## config.mk

```make
export PLATFORM = sky130hd
export DESIGN_NAME = muldiv_unit
export DESIGN_NICKNAME = d
export VERILOG_FILES = /design/src/rtl/muldiv_unit_pkg.sv /design/src/rtl/muldiv_unit.sv
export SDC_FILE = /design/constraint.sdc
export NUM_CORES = 1
export LEC_CHECK = 0
export ABC_AREA = 1
export CORE_ASPECT_RATIO = 2
export CORE_MARGIN = 4
export CORE_UTILIZATION = 55
export DETAILED_ROUTE_END_ITERATION = 10
export PLACE_DENSITY = 0.78
export SETUP_SLACK_MARGIN = 0.15
export SLEW_MARGIN = 5
export SYNTH_ARGS = -nofsm -noshare
export SYNTH_HDL_FRONTEND = slang
export SYNTH_SLANG_ARGS = --single-unit
```

## constraint.sdc

```tcl
create_clock -name clk -period 3.5 [get_ports clk]
set_input_delay 0.525 -clock clk [delete_from_list [all_inputs] [get_ports clk]]
set_output_delay 0.525 -clock clk [all_outputs]
set_load 0.05 [all_outputs]
```

## src/rtl/muldiv_unit_pkg.sv

```systemverilog
// muldiv_unit_pkg: shared definitions for the iterative multiply/divide unit.
// Holds the RV32M funct3 op encodings, the unit's FSM state enum and small
// decode helpers that report which operands are treated as signed.
package muldiv_unit_pkg;

  typedef enum logic [2:0] {
    OP_MUL    = 3'b000,
    OP_MULH   = 3'b001,
    OP_MULHSU = 3'b010,
    OP_MULHU  = 3'b011,
    OP_DIV    = 3'b100,
    OP_DIVU   = 3'b101,
    OP_REM    = 3'b110,
    OP_REMU   = 3'b111
  } op_e;

  typedef enum logic [2:0] {
    ST_IDLE = 3'd0,
    ST_MUL  = 3'd1,
    ST_DIV  = 3'd2,
    ST_FIX  = 3'd3,
    ST_DONE = 3'd4
  } state_e;

  // rs1 is signed for MULH, MULHSU, DIV and REM.
  function automatic logic op_signed_a(input op_e op);
    logic s;
    case (op)
      OP_MULH, OP_MULHSU, OP_DIV, OP_REM: s = 1'b1;
      default:                            s = 1'b0;
    endcase
    return s;
  endfunction

  // rs2 is signed for MULH, DIV and REM (MULHSU treats rs2 as unsigned).
  function automatic logic op_signed_b(input op_e op);
    logic s;
    case (op)
      OP_MULH, OP_DIV, OP_REM: s = 1'b1;
      default:                 s = 1'b0;
    endcase
    return s;
  endfunction

endpackage

```

## src/rtl/muldiv_unit.sv

```systemverilog
// muldiv_unit: multi-cycle RV32M multiply/divide unit for the execute stage.
// Multiplies by radix-2 shift-add and divides by restoring shift-subtract,
// both on unsigned magnitudes, then applies sign correction in one FIX cycle.
// Ports:
//   clk        rising-edge clock
//   rst        synchronous active-high reset
//   start_E    request strobe, accepted only in IDLE
//   funct3_E   op select (MUL..REMU)
//   opA, opB   rs1 / rs2 operands
//   flush_E    abort any op in flight
//   busy_E     unit occupied (stalls the pipeline)
//   done_E     one-cycle result-valid pulse
//   result_E   result, held until the next done_E
module muldiv_unit
  import muldiv_unit_pkg::*;
#(
  parameter int XLEN = 32
) (
  input  logic            clk,
  input  logic            rst,
  input  logic            start_E,
  input  logic [2:0]      funct3_E,
  input  logic [XLEN-1:0] opA,
  input  logic [XLEN-1:0] opB,
  input  logic            flush_E,
  output logic            busy_E,
  output logic            done_E,
  output logic [XLEN-1:0] result_E
);

  localparam int CW = $clog2(XLEN) + 1;
  localparam logic [CW-1:0]   CNT_INIT = CW'(XLEN);
  localparam logic [CW-1:0]   CNT_ONE  = {{(CW-1){1'b0}}, 1'b1};
  localparam logic [XLEN-1:0] ONE      = {{(XLEN-1){1'b0}}, 1'b1};
  localparam logic [XLEN-1:0] MIN_NEG  = {1'b1, {(XLEN-1){1'b0}}};
  localparam logic [2*XLEN-1:0] ONE2   = {{(2*XLEN-1){1'b0}}, 1'b1};

  state_e          state_q, state_d;
  op_e             op_q, op_d;
  logic [XLEN-1:0] mcand_q, mcand_d;   // multiplicand or divisor magnitude
  logic [XLEN-1:0] hi_q, hi_d;         // product high half / partial remainder
  logic [XLEN-1:0] lo_q, lo_d;         // multiplier->product low / dividend->quotient
  logic [CW-1:0]   cnt_q, cnt_d;
  logic            neg_q, neg_d;       // final result needs negation
  logic [XLEN-1:0] result_q, result_d;
  logic            done_q, done_d;
  logic            busy_q, busy_d;

  // Capture-time decode of the incoming request.
  op_e             op_in_s;
  logic            neg_a_s, neg_b_s, is_div_s, div0_s, ovf_s;
  logic [XLEN-1:0] mag_a_s, mag_b_s;

  assign op_in_s  = op_e'(funct3_E);
  assign neg_a_s  = op_signed_a(op_in_s) & opA[XLEN-1];
  assign neg_b_s  = op_signed_b(op_in_s) & opB[XLEN-1];
  assign mag_a_s  = neg_a_s ? (~opA + ONE) : opA;
  assign mag_b_s  = neg_b_s ? (~opB + ONE) : opB;
  assign is_div_s = funct3_E[2];
  assign div0_s   = is_div_s & (opB == {XLEN{1'b0}});
  // Only the signed forms (funct3[0]=0) can overflow.
  assign ovf_s    = is_div_s & ~funct3_E[0] & (opA == MIN_NEG) & (opB == {XLEN{1'b1}});

  // Shared adder: shift-add in MUL, subtract-with-borrow-out in DIV.
  logic [XLEN:0]   add_a_s, add_b_s;
  logic            add_cin_s;
  logic [XLEN+1:0] add_sum_s;

  assign add_sum_s = {1'b0, add_a_s} + {1'b0, add_b_s} + {{(XLEN+1){1'b0}}, add_cin_s};

  // Adder operand selection per iteration state.
  always_comb begin
    add_a_s   = {(XLEN+1){1'b0}};
    add_b_s   = {(XLEN+1){1'b0}};
    add_cin_s = 1'b0;
    case (state_q)
      ST_MUL: begin
        add_a_s = {1'b0, hi_q};
        add_b_s = lo_q[0] ? {1'b0, mcand_q} : {(XLEN+1){1'b0}};
      end
      ST_DIV: begin
        // Shifted remainder minus divisor; carry out = no borrow.
        add_a_s   = {hi_q, lo_q[XLEN-1]};
        add_b_s   = ~{1'b0, mcand_q};
        add_cin_s = 1'b1;
      end
      default: begin
        add_cin_s = 1'b0;
      end
    endcase
  end

  // Sign-corrected result selection used in the FIX cycle.
  logic [2*XLEN-1:0] prod_s, prod_fix_s;
  logic [XLEN-1:0]   quo_fix_s, rem_fix_s, fix_result_s;

  assign prod_s     = {hi_q, lo_q};
  assign prod_fix_s = neg_q ? (~prod_s + ONE2) : prod_s;
  assign quo_fix_s  = neg_q ? (~lo_q + ONE) : lo_q;
  assign rem_fix_s  = neg_q ? (~hi_q + ONE) : hi_q;

  // Pick the requested half / quotient / remainder.
  always_comb begin
    case (op_q)
      OP_MUL:                        fix_result_s = prod_fix_s[XLEN-1:0];
      OP_MULH, OP_MULHSU, OP_MULHU:  fix_result_s = prod_fix_s[2*XLEN-1:XLEN];
      OP_DIV, OP_DIVU:               fix_result_s = quo_fix_s;
      OP_REM, OP_REMU:               fix_result_s = rem_fix_s;
      default:                       fix_result_s = {XLEN{1'b0}};
    endcase
  end

  // Next-state and datapath update logic.
  always_comb begin
    state_d  = state_q;
    op_d     = op_q;
    mcand_d  = mcand_q;
    hi_d     = hi_q;
    lo_d     = lo_q;
    cnt_d    = cnt_q;
    neg_d    = neg_q;
    result_d = result_q;
    done_d   = 1'b0;
    if (flush_E) begin
      state_d = ST_IDLE;
    end else begin
      case (state_q)
        ST_IDLE: begin
          if (start_E) begin
            op_d = op_in_s;
            if (div0_s) begin
              // Quotient all ones, remainder is the dividend.
              result_d = funct3_E[1] ? opA : {XLEN{1'b1}};
              done_d   = 1'b1;
              state_d  = ST_DONE;
            end else if (ovf_s) begin
              // Quotient is the dividend, remainder zero.
              result_d = funct3_E[1] ? {XLEN{1'b0}} : opA;
              done_d   = 1'b1;
              state_d  = ST_DONE;
            end else begin
              mcand_d = is_div_s ? mag_b_s : mag_a_s;
              lo_d    = is_div_s ? mag_a_s : mag_b_s;
              hi_d    = {XLEN{1'b0}};
              cnt_d   = CNT_INIT;
              // Remainder follows the dividend's sign; everything else the XOR.
              neg_d   = (is_div_s & funct3_E[1]) ? neg_a_s : (neg_a_s ^ neg_b_s);
              state_d = is_div_s ? ST_DIV : ST_MUL;
            end
          end else begin
            state_d = ST_IDLE;
          end
        end
        ST_MUL: begin
          hi_d  = add_sum_s[XLEN:1];
          lo_d  = {add_sum_s[0], lo_q[XLEN-1:1]};
          cnt_d = cnt_q - CNT_ONE;
          if (cnt_q == CNT_ONE) begin
            state_d = ST_FIX;
          end else begin
            state_d = ST_MUL;
          end
        end
        ST_DIV: begin
          if (add_sum_s[XLEN+1]) begin
            hi_d = add_sum_s[XLEN-1:0];
            lo_d = {lo_q[XLEN-2:0], 1'b1};
          end else begin
            hi_d = {hi_q[XLEN-2:0], lo_q[XLEN-1]};
            lo_d = {lo_q[XLEN-2:0], 1'b0};
          end
          cnt_d = cnt_q - CNT_ONE;
          if (cnt_q == CNT_ONE) begin
            state_d = ST_FIX;
          end else begin
            state_d = ST_DIV;
          end
        end
        ST_FIX: begin
          result_d = fix_result_s;
          done_d   = 1'b1;
          state_d  = ST_DONE;
        end
        ST_DONE: begin
          state_d = ST_IDLE;
        end
        default: begin
          state_d = ST_IDLE;
        end
      endcase
    end
    busy_d = (state_d != ST_IDLE);
  end

  // State, datapath and registered-output flops with synchronous reset.
  always_ff @(posedge clk) begin
    if (rst) begin
      state_q  <= ST_IDLE;
      op_q     <= OP_MUL;
      mcand_q  <= {XLEN{1'b0}};
      hi_q     <= {XLEN{1'b0}};
      lo_q     <= {XLEN{1'b0}};
      cnt_q    <= {CW{1'b0}};
      neg_q    <= 1'b0;
      result_q <= {XLEN{1'b0}};
      done_q   <= 1'b0;
      busy_q   <= 1'b0;
    end else begin
      state_q  <= state_d;
      op_q     <= op_d;
      mcand_q  <= mcand_d;
      hi_q     <= hi_d;
      lo_q     <= lo_d;
      cnt_q    <= cnt_d;
      neg_q    <= neg_d;
      result_q <= result_d;
      done_q   <= done_d;
      busy_q   <= busy_d;
    end
  end

  assign busy_E   = busy_q;
  assign done_E   = done_q;
  assign result_E = result_q;

endmodule

```

==> metrics.cfg, run 1 <==
[global_route]
grt_usage_pct=61.90
grt_overflow_total=30
grt_start_max_net_pins=81

[sta]
worst_endpoint=hi_q[23]$_SDFFE_PP0P_/D
worst-ep-kind=register data pin

[yosys]
synth_ff_type=dfxtp_1
async_flop_share_pct=0
yosys.cell_count.top_type=nand2_1
synthesis.nets=3281
synth_cells=3170
synth_warnings=0
yosysTopAreaCellShare_pct=22.67
syn_area_um2=16740
seq_area_frac_synth_pct=17.10
synth_cell_types=48
synthTopCellsByCount=1011 x nand2_1, 419 x nor2_1, 328 x inv_1, 319 x nand3_1, 250 x o21ai_0
ys_top_cells_by_area=nand2_1 23%, dfxtp_1 17%, nand3_1 9.5%
syn_area_per_cell_um2=5.281
yosys.area.top_type=nand2_1
synth-seq-cells=143
synth-edff-count=0

[floorplan]
io_pins=105
die_h_um=254.7
row_count=90
die_w_um=131.4
start_util_pct=55.68

[status]
firstError=[ERROR GRT-0232] Routing congestion too high. Check the congestion heatmap in the GUI.
status=did not finish
haltStage=global routing

[clocking]
max-clock-path-buffers=2
hold_buffers=0
numCtsBuffers=17
cts_sinks=143
h-tree-depth=4
clockRootBuffer=clkbuf_16

[place]
gp_congestion=1.164
port_buffers=104
dp_hpwl_um=69510

==> timing repair <==
action	4_1_cts
buffers inserted	7
gates resized for setup	23
pin swaps	4
setup endpoints to repair	33
==> cell families after synthesis <==
kind of cell / share of synthesized area, %
compound gates: 16.62
flops: 17.10
fa+ha+maj: 3.079
buf+inv: 11.31
simple gates: 49.01
xor+xnor: 2.877
==> metrics by stage <==
stage                     setup TNS, ps  std cells  cell area, um2  utilization, %  worst slack, ps
after CTS                             0       3699           19640           65.33            116.8
after detailed placement          -2868       3660           18890           62.81           -212.8
after global placement           -866.1       3660           18890           62.81           -164.9
after floorplan                       0       3170           16740               -            178.9
==> layer usage <==
metal	track usage, %	overflow
met5	5.271	0
met4	74.53	13
met3	33.70	0
met2	88.66	17
met1	57.08	0
==> run 2: changes to the inputs <==
--- a/config.mk
+++ b/config.mk
@@ -6,12 +6,10 @@
 export NUM_CORES = 1
 export LEC_CHECK = 0
 export ABC_AREA = 1
-export CORE_ASPECT_RATIO = 2
 export CORE_MARGIN = 4
-export CORE_UTILIZATION = 55
+export CORE_UTILIZATION = 40
 export DETAILED_ROUTE_END_ITERATION = 10
-export PLACE_DENSITY = 0.78
-export SETUP_SLACK_MARGIN = 0.15
+export PLACE_DENSITY_LB_ADDON = 0.15
 export SLEW_MARGIN = 5
 export SYNTH_ARGS = -nofsm -noshare
 export SYNTH_HDL_FRONTEND = slang
==> constraint.sdc (replaced) <==
create_clock -name clk -period 4.55 [get_ports clk]
set_input_delay 0.6825 -clock clk [delete_from_list [all_inputs] [get_ports clk]]
set_output_delay 0.6825 -clock clk [all_outputs]
set_load 0.05 [all_outputs]
==> run 2 against run 1 <==
Against the previous run: the run now ends clean; area after synthesis did not move; synthesized cell count did not move.
==> metrics.cfg, run 2 <==
[global_route]
grt_start_max_net_pins=78
grt_pass1_wl_um=121400
antenna_found_initial=0
grt_overflow_total=0
grt_usage_pct=35.63
grt_pass1_vias=19840

[clocking]
max-clock-path-buffers=2
numCtsBuffers=17
cts_sinks=143
clk_latency_ps=470
hold_buffers=0
cts_tree=built
cts_resized=0
clockRootBuffer=clkbuf_16
h-tree-depth=4
cts_setup_buffers=0
path_clk_slew_ps=60

[sta]
rsz0062_at_grt=no
timing.setup.tns_ps=0
timing.final.ws_setup_ps=797.6
setup_viol=0
slew_headroom_pct=24.75
slew_violations=0
fin_crit_sh_pct=82.47
hold_viol=0
finClkSkew_ps=20.51
period_needed_ps=3752
timing.fmax_mhz=266.5
worst-slew-pin-transition_ps=1117

[drt]
vias=21460
ant_nets=0
drc=0
first_pass_iters=8
via_per_inst=5.738
routed_wl_um=82270
drt_iter0_drc=2620
wire_per_inst_um=22.00

[floorplan]
io_pins=105
dieArea_um2=45190
core-area_um2=41110
die_w_um=212.6
start_util_pct=40.73
row_count=74
die_h_um=212.6

[place]
preCtsSetupSlack_ps=533.6
port_buffers=104
gp_congestion=1.005
dp_hpwl_um=65840

[final_layout]
layout-drive-gt1-share_pct=4.707
final_common_cell=nand2_1
antenna_cells=0
nets=3306
layout_common_cells=1010 x nand2_1, 418 x nor2_1, 327 x inv_1
syn_to_final_growth_pct=11.93

[yosys]
synthTopCellsByCount=1011 x nand2_1, 419 x nor2_1, 328 x inv_1, 319 x nand3_1, 250 x o21ai_0
synth-seq-cells=143
seq_area_frac_synth_pct=17.10
yosys-mux-area-fraction_pct=0
synth_warnings=0
synth_simple_gate_area_share_pct=49.01
synth_fa_ha_area_share_pct=3.079
synth_top_family_by_area=simple AND/OR/NAND/NOR gates
synth_ff_type=dfxtp_1
yosys.area.top_type=nand2_1
synthesis.nets=3281
async_flop_share_pct=0
synth-edff-count=0
synth_cell_types=48
syn_area_per_cell_um2=5.281
syn_area_um2=16740
ys_top_cells_by_area=nand2_1 23%, dfxtp_1 17%, nand3_1 9.5%
yosys.cell_count.top_type=nand2_1
synth_cells=3170
synth-xor-area-share_pct=2.877
synth-compound-area-share_pct=16.62
yosysTopAreaCellShare_pct=22.67

[pwr]
power_density_nw_per_um2=214.4
peakVddDrop_mv=0.3002
p_leak_nw=8.847
p_total_w=0.004019

[job]
cap_violations=0

[setup_path]
worstPathMaxFanout=48
endpoint_kind=flop
start_kind=flop
arrival_ps=4060
worstPathRequired_ps=4850
critical_path_class=reg -> reg

[status]
status=finished, final reports clean

[hold_path]
min_path_type=reg -> reg

==> run 2: cell counts after synthesis <==
Identical to the previous run, type by type.
==> run 2: area by class of cell <==
cell class	count	area, um2
Fill cell	4639	22370
Multi-Input combinational cell	2552	12010
Sequential cell	143	2864
Timing Repair Buffer	145	1351
Inverter	336	1261
Tap cell	532	665.6
Clock buffer	17	425.4
Clock inverter	15	162.7
==> run 2: kinds of logic after synthesis <==
family,after synthesis
buffers and inverters,475
adder cells (fa/ha/maj),40
XOR/XNOR,55
AO/OA/AOI/OAI,519
flip-flops,143
AND/OR/NAND/NOR,1938
==> run 2: routing by layer <==
layer | GRT usage (%) | routed length [um]
met5 | 0 | 0
met2 | 56.91 | 36320
met3 | 6.094 | 6917
met4 | 18.90 | 4960
met1 | 46.06 | 34080
==> run 2: worst paths after layout <==
check / startpoint / end / slack (ps) / cells past startpoint
setup / recovery: state_q[0] / hi_q[15] / 800 / 20
hold / removal: result_E[25] / result_E[25] / 470 / 2
setup reg to reg: state_q[0] / hi_q[15] / 800 / 20
hold reg to reg: result_E[25] / result_E[25] / 470 / 2
==> run 2: critical path, cell delays in order, from the launching register on <==
cell and delay [ps]:
dfxtp_1 410, inv_1 100, nand2_2 350, buf_4 370, buf_4 260, o22ai_1 100, ha_1 380, nand2_1 110
nor2_1 190, nand2_1 100, inv_1 60, nand2_1 60, nand2_1 90, nand2_1 80, nand2_2 90, buf_4 420
nand2_1 110, o21ai_0 110, nand2_1 80, nand2_1 60, a21oi_1 60
==> run 2: stage by stage <==
stage	area [um2]	utilization, %	std cells	hold WS, ps
final	18740	45.59	3740	468.3
after global routing	18740	45.59	3740	484.8
after CTS	18740	45.59	3740	470.4
after detailed placement	18150	44.16	3708	458.5
after global placement	18140	44.14	3708	463.0
after floorplan	16740	-	3170	452.6
==> run 2: power by group <==
part	switching, W	leakage, nW	internal, W
clock network	0.000632	0.285	0.000813
registers	0.0000729	1.17	0.00130
logic	0.000851	7.40	0.000345
total	0.00156	8.85	0.00246
Power figures use the tool's default switching activity.
